--- src/rtl/idu_issue_ctrl.sv ---
// Issue control between the instruction buffer and the decode/issue pipe register.
// Handles flush blocking, serializing-instruction drain, and stall/flush counters.
//
// state     | meaning
// ----------+----------------------------------------------------------------
// RUN       | normal issue; dequeue head whenever avail and downstream ready
// FLUSH     | reads blocked for FLUSH_CYCLES cycles after a redirect
// SER_WAIT  | serializing head waits for the backend to empty
// SER_DRAIN | serializing instruction issued; wait >=2 cycles and rob_empty
module idu_issue_ctrl #(
    parameter int unsigned FLUSH_CYCLES = 2,
    parameter int unsigned CNT_WIDTH    = 32
) (
    input  logic                 clock,
    input  logic                 reset,
    input  logic                 fifo_empty,
    input  logic                 ibuffer_instr_valid,
    input  logic                 dec_is_serial,
    input  logic                 rob_empty,
    input  logic                 isu_instr_ready,
    input  logic                 flush_valid,
    output logic                 ibuffer_read_en,
    output logic                 issue_valid,
    output logic [1:0]           ctrl_state,
    output logic [CNT_WIDTH-1:0] stall_cnt,
    output logic [CNT_WIDTH-1:0] flush_cnt
);

    typedef enum logic [1:0] {
        ST_RUN       = 2'd0,
        ST_FLUSH     = 2'd1,
        ST_SER_WAIT  = 2'd2,
        ST_SER_DRAIN = 2'd3
    } state_e;

    localparam logic [3:0] FLUSH_LOAD = 4'(FLUSH_CYCLES);

    state_e               state_q, state_d;
    logic [3:0]           fcnt_q, fcnt_d;
    logic                 drain_q, drain_d;
    logic [CNT_WIDTH-1:0] stall_q, flush_q;
    logic                 avail, ser_go, read_d, stall_inc;

    assign avail  = ibuffer_instr_valid & ~fifo_empty;
    assign ser_go = avail & dec_is_serial & rob_empty & isu_instr_ready;

    always_comb begin
        state_d = state_q;
        fcnt_d  = fcnt_q;
        drain_d = drain_q;
        read_d  = 1'b0;
        if (flush_valid) begin
            state_d = ST_FLUSH;
            fcnt_d  = FLUSH_LOAD;
            drain_d = 1'b0;
        end else begin
            case (state_q)
                ST_RUN: begin
                    if (avail && dec_is_serial) begin
                        if (ser_go) begin
                            read_d  = 1'b1;
                            state_d = ST_SER_DRAIN;
                            drain_d = 1'b0;
                        end else if (!rob_empty) begin
                            state_d = ST_SER_WAIT;
                        end
                    end else if (avail && isu_instr_ready) begin
                        read_d = 1'b1;
                    end
                end
                ST_FLUSH: begin
                    fcnt_d = fcnt_q - 4'd1;
                    if (fcnt_q <= 4'd1) begin
                        state_d = ST_RUN;
                    end
                end
                ST_SER_WAIT: begin
                    if (ser_go) begin
                        read_d  = 1'b1;
                        state_d = ST_SER_DRAIN;
                        drain_d = 1'b0;
                    end
                end
                ST_SER_DRAIN: begin
                    // drain_q marks that the first drain cycle has already passed
                    drain_d = 1'b1;
                    if (drain_q && rob_empty) begin
                        state_d = ST_RUN;
                    end
                end
                default: state_d = ST_RUN;
            endcase
        end
    end

    assign ibuffer_read_en = read_d & ~reset;
    assign issue_valid     = ibuffer_read_en;
    assign stall_inc       = avail & ~read_d & ~flush_valid & (state_q != ST_FLUSH);

    always_ff @(posedge clock) begin
        if (reset) begin
            state_q <= ST_RUN;
            fcnt_q  <= 4'd0;
            drain_q <= 1'b0;
            stall_q <= '0;
            flush_q <= '0;
        end else begin
            state_q <= state_d;
            fcnt_q  <= fcnt_d;
            drain_q <= drain_d;
            if (stall_inc && (stall_q != '1)) begin
                stall_q <= stall_q + 1'b1;
            end
            if (flush_valid && (flush_q != '1)) begin
                flush_q <= flush_q + 1'b1;
            end
        end
    end

    assign ctrl_state = state_q;
    assign stall_cnt  = stall_q;
    assign flush_cnt  = flush_q;

endmodule

--- config.mk ---
export PLATFORM = sky130hd
export DESIGN_NAME = idu_issue_ctrl
export DESIGN_NICKNAME = d
export VERILOG_FILES = /design/src/rtl/idu_issue_ctrl.sv
export SDC_FILE = /design/constraint.sdc
export NUM_CORES = 1
export LEC_CHECK = 0
export ABC_AREA = 1
export ABC_CLOCK_PERIOD_IN_PS = 4000
export BUFFER_PORTS_ARGS = -buffer_cell sky130_fd_sc_hd__buf_2
export CORE_MARGIN = 5
export CORE_UTILIZATION = 42
export DETAILED_ROUTE_END_ITERATION = 10
export GPL_TIMING_DRIVEN = 0
export HOLD_SLACK_MARGIN = 0.15
export PLACE_DENSITY = 0.67
export SYNTH_ARGS = -nofsm -noshare
export SYNTH_HDL_FRONTEND = slang
export SYNTH_SLANG_ARGS = --single-unit
--- constraint.sdc ---
create_clock -name clock -period 4 [get_ports clock]
set_clock_uncertainty 0.05 [all_clocks]
set_input_delay 0.2 -clock clock [delete_from_list [all_inputs] [get_ports clock]]
set_output_delay 0.2 -clock clock [all_outputs]
set_load 0.05 [all_outputs]
==> impl_metrics.ini <==
[worst_hold_path]
hp-class = input pin to flip-flop

[cells_and_area]
num_antenna_cells = 0
multiInputGateArea_mm2 = 0.00281
seqCellArea_mm2 = 0.00142
final_common_cell = nand2_1
fin_util_pct = 50.0
layout.nets = 903
area_delta_synth_final_pct = 16.6
final_cell_mix = 330 x nand2_1, 123 x nor2_1, 83 x buf_2
drive_gt1_share_pct = 13.6
stdcell_count = 1036
fill_cells = 1207

[logic_synthesis]
synth_top_cell_by_area = dfxtp_1
synth-seq-cells = 71
seq_area_frac_synth_pct = 30.6
synth_cell_types = 23
synth_top_cell_area_share_pct = 30.6
synth_warnings = 0
syn_nets = 818
synth_area_leaders = dfxtp_1 31%, nand2_1 27%, nor2_1 9.9%
syn_area_mm2 = 0.00465
synth.avg_cell_area_um2 = 5.77
postSynthCellCount = 806

[clock_tree]
numClockSinks = 71
numCtsBuffers = 9
cts_tree = yes
root_buffer = clkbuf_8
clkTransAtPathRegs_ns = 0.08
clk_latency_ns = 0.36
cts_hold_buf = 0
post_cts_buffers = 0
cts-htree-levels = 3
cts_buffer_depth = 2
ctsResizeCount = 0

[die]
chipWidth_um = 115
dieArea_mm2 = 0.0133
rows = 38
fp.coreArea_mm2 = 0.0108
die_h_um = 115
initial_utilization_pct = 42.9
ios = 76

[setup_path]
rrSetupSlack_ns = 1.80
critPathKind = flip-flop to flip-flop
worstPathRequired_ns = 4.17
critPathLaunchType = flip-flop
path_max_fanout = 10
arrival_ns = 2.37
crit_path_end_kind = flip-flop

[placement]
dp_cells = 1020
port_buffers = 74
dpl.hpwl_mm = 10.3
gp_congestion = 0.917

[route]
vias = 5047
wirelength_mm = 13.2
firstDrtPassIters = 4
final_antenna_net_count = 0
drc = 0
drtIter0Drc = 328
vias_per_cell = 4.87
wl_per_cell_um = 12.8

[run_status]
status = completed

[power]
p_clk_share_pct = 45.1
power_density_mw_per_mm2 = 276
intPower_uw = 1130
finalPower_uw = 1490
p_seq_share_pct = 48.2
p_sw_uw = 368
p_leak_uw = 0.00217
swShare_pct = 24.6
power_frac_comb_pct = 6.7
peakVddDrop_mv = 0.155

[sta]
hold_ws_ns = 0.187
fin_crit_sh_pct = 55.0
rsz0062_at_grt = no
setup_violations = 0
worst_pin_slew_ns = 0.623
maxSlewHeadroom_pct = 58.4
slew_viol_final = 0
report.final.hold_viol_count = 0
fmax_mhz = 454
fin_setup_tns_ns = 0
fin_crit_ns = 2.20

[grt]
grt_max_degree = 12
antenna_found_initial = 0
grt_pass1_wl_mm = 22.0
first_global_vias = 4651
track_usage_pct = 20.6
grt-ovfl-total = 0

[flow_run]
maxCapViolations = 0
==> worst max-delay path, cell delays in order, from the launching register on <==
cell	delay (ns)
dfxtp_1	0.47
ha_1	0.31
nand3_1	0.19
inv_1	0.09
nand2_1	0.13
nor2_2	0.19
nand2_2	0.11
nand2_2	0.13
inv_2	0.05
buf_2	0.19
nand2_1	0.09
a21oi_1	0.05
==> synthesized netlist by cell type, drive strengths merged <==
cell type,number
o21ai,10
a21oi,63
nand4,8
clkbuf,7
or2,1
a31oi,1
nand2,336
nand3,57
nand3b,2
buf,15
dfxtp,71
ha,4
nor2,130
inv,76
xnor2,6
xor2,19
==> metrics by stage <==
stage | cell area, µm² | setup WS, ns
6_report | 5420 | 1.80
5_1_grt | 5420 | 1.61
4_1_cts | 5420 | 1.79
3_5_place_dp | 5190 | 1.81
3_3_place_gp | 5190 | 1.84
2_1_floorplan | 4650 | 1.73
==> routing by layer <==
layer	vias up	routed length [µm]	global-route usage [%]
li1	2671	-	-
met1	2240	6070	26.2
met2	110	6060	33.8
met3	26	695	5.00
met4	0	384	8.06
met5	-	0	0
==> flip-flops by register name, summed over array words and instances, names as in the netlist <==
register    count
fcnt_q          4
flush_cnt      32
ctrl_state      2
drain_q         1
stall_cnt      32
==> layout make-up <==
type | count | area share, %
inverter | 76 | 5.27
buffer | 22 | 2.43
clock inverter | 3 | 1.20
sequential | 71 | 26.2
timing repair buffer | 74 | 6.84
clock buffer | 13 | 2.93
multi-input combinational | 637 | 51.9
tap | 140 | 3.23
==> power groups by stage <==
stage,clock network (µW),logic [µW],registers (µW)
2_1_floorplan,0,57.6,750
3_3_place_gp,0,99.6,737
3_5_place_dp,0,101,737
4_1_cts,689,101,720
5_1_grt,716,112,721
6_report,673,100,720
==> worst paths after layout <==
path / start / endpoint / cells past startpoint
min reg2reg: drain_q$_SDFFE_PP0P_ / drain_q$_SDFFE_PP0P_ / 2
min: flush_valid / flush_cnt[18]$_SDFFE_PP0P_ / 5
max reg2reg: flush_cnt[0]$_SDFFE_PP0P_ / flush_cnt[29]$_SDFFE_PP0P_ / 11
max: flush_cnt[0]$_SDFFE_PP0P_ / flush_cnt[29]$_SDFFE_PP0P_ / 11
==> logic make-up (layout without fill, tap and decap cells) <==
family	Yosys count	count (layout)	synth area share, %
AOI/OAI and AO/OA	74	74	8.32
and+or+nand+nor	534	534	46.3
adders and majority gates	4	4	1.08
xor gates and xnor gates	25	25	4.71
DFF	71	71	30.6
buffers and inverters	98	188	8.97
No activity file was read; power rests on OpenSTA's default activity.
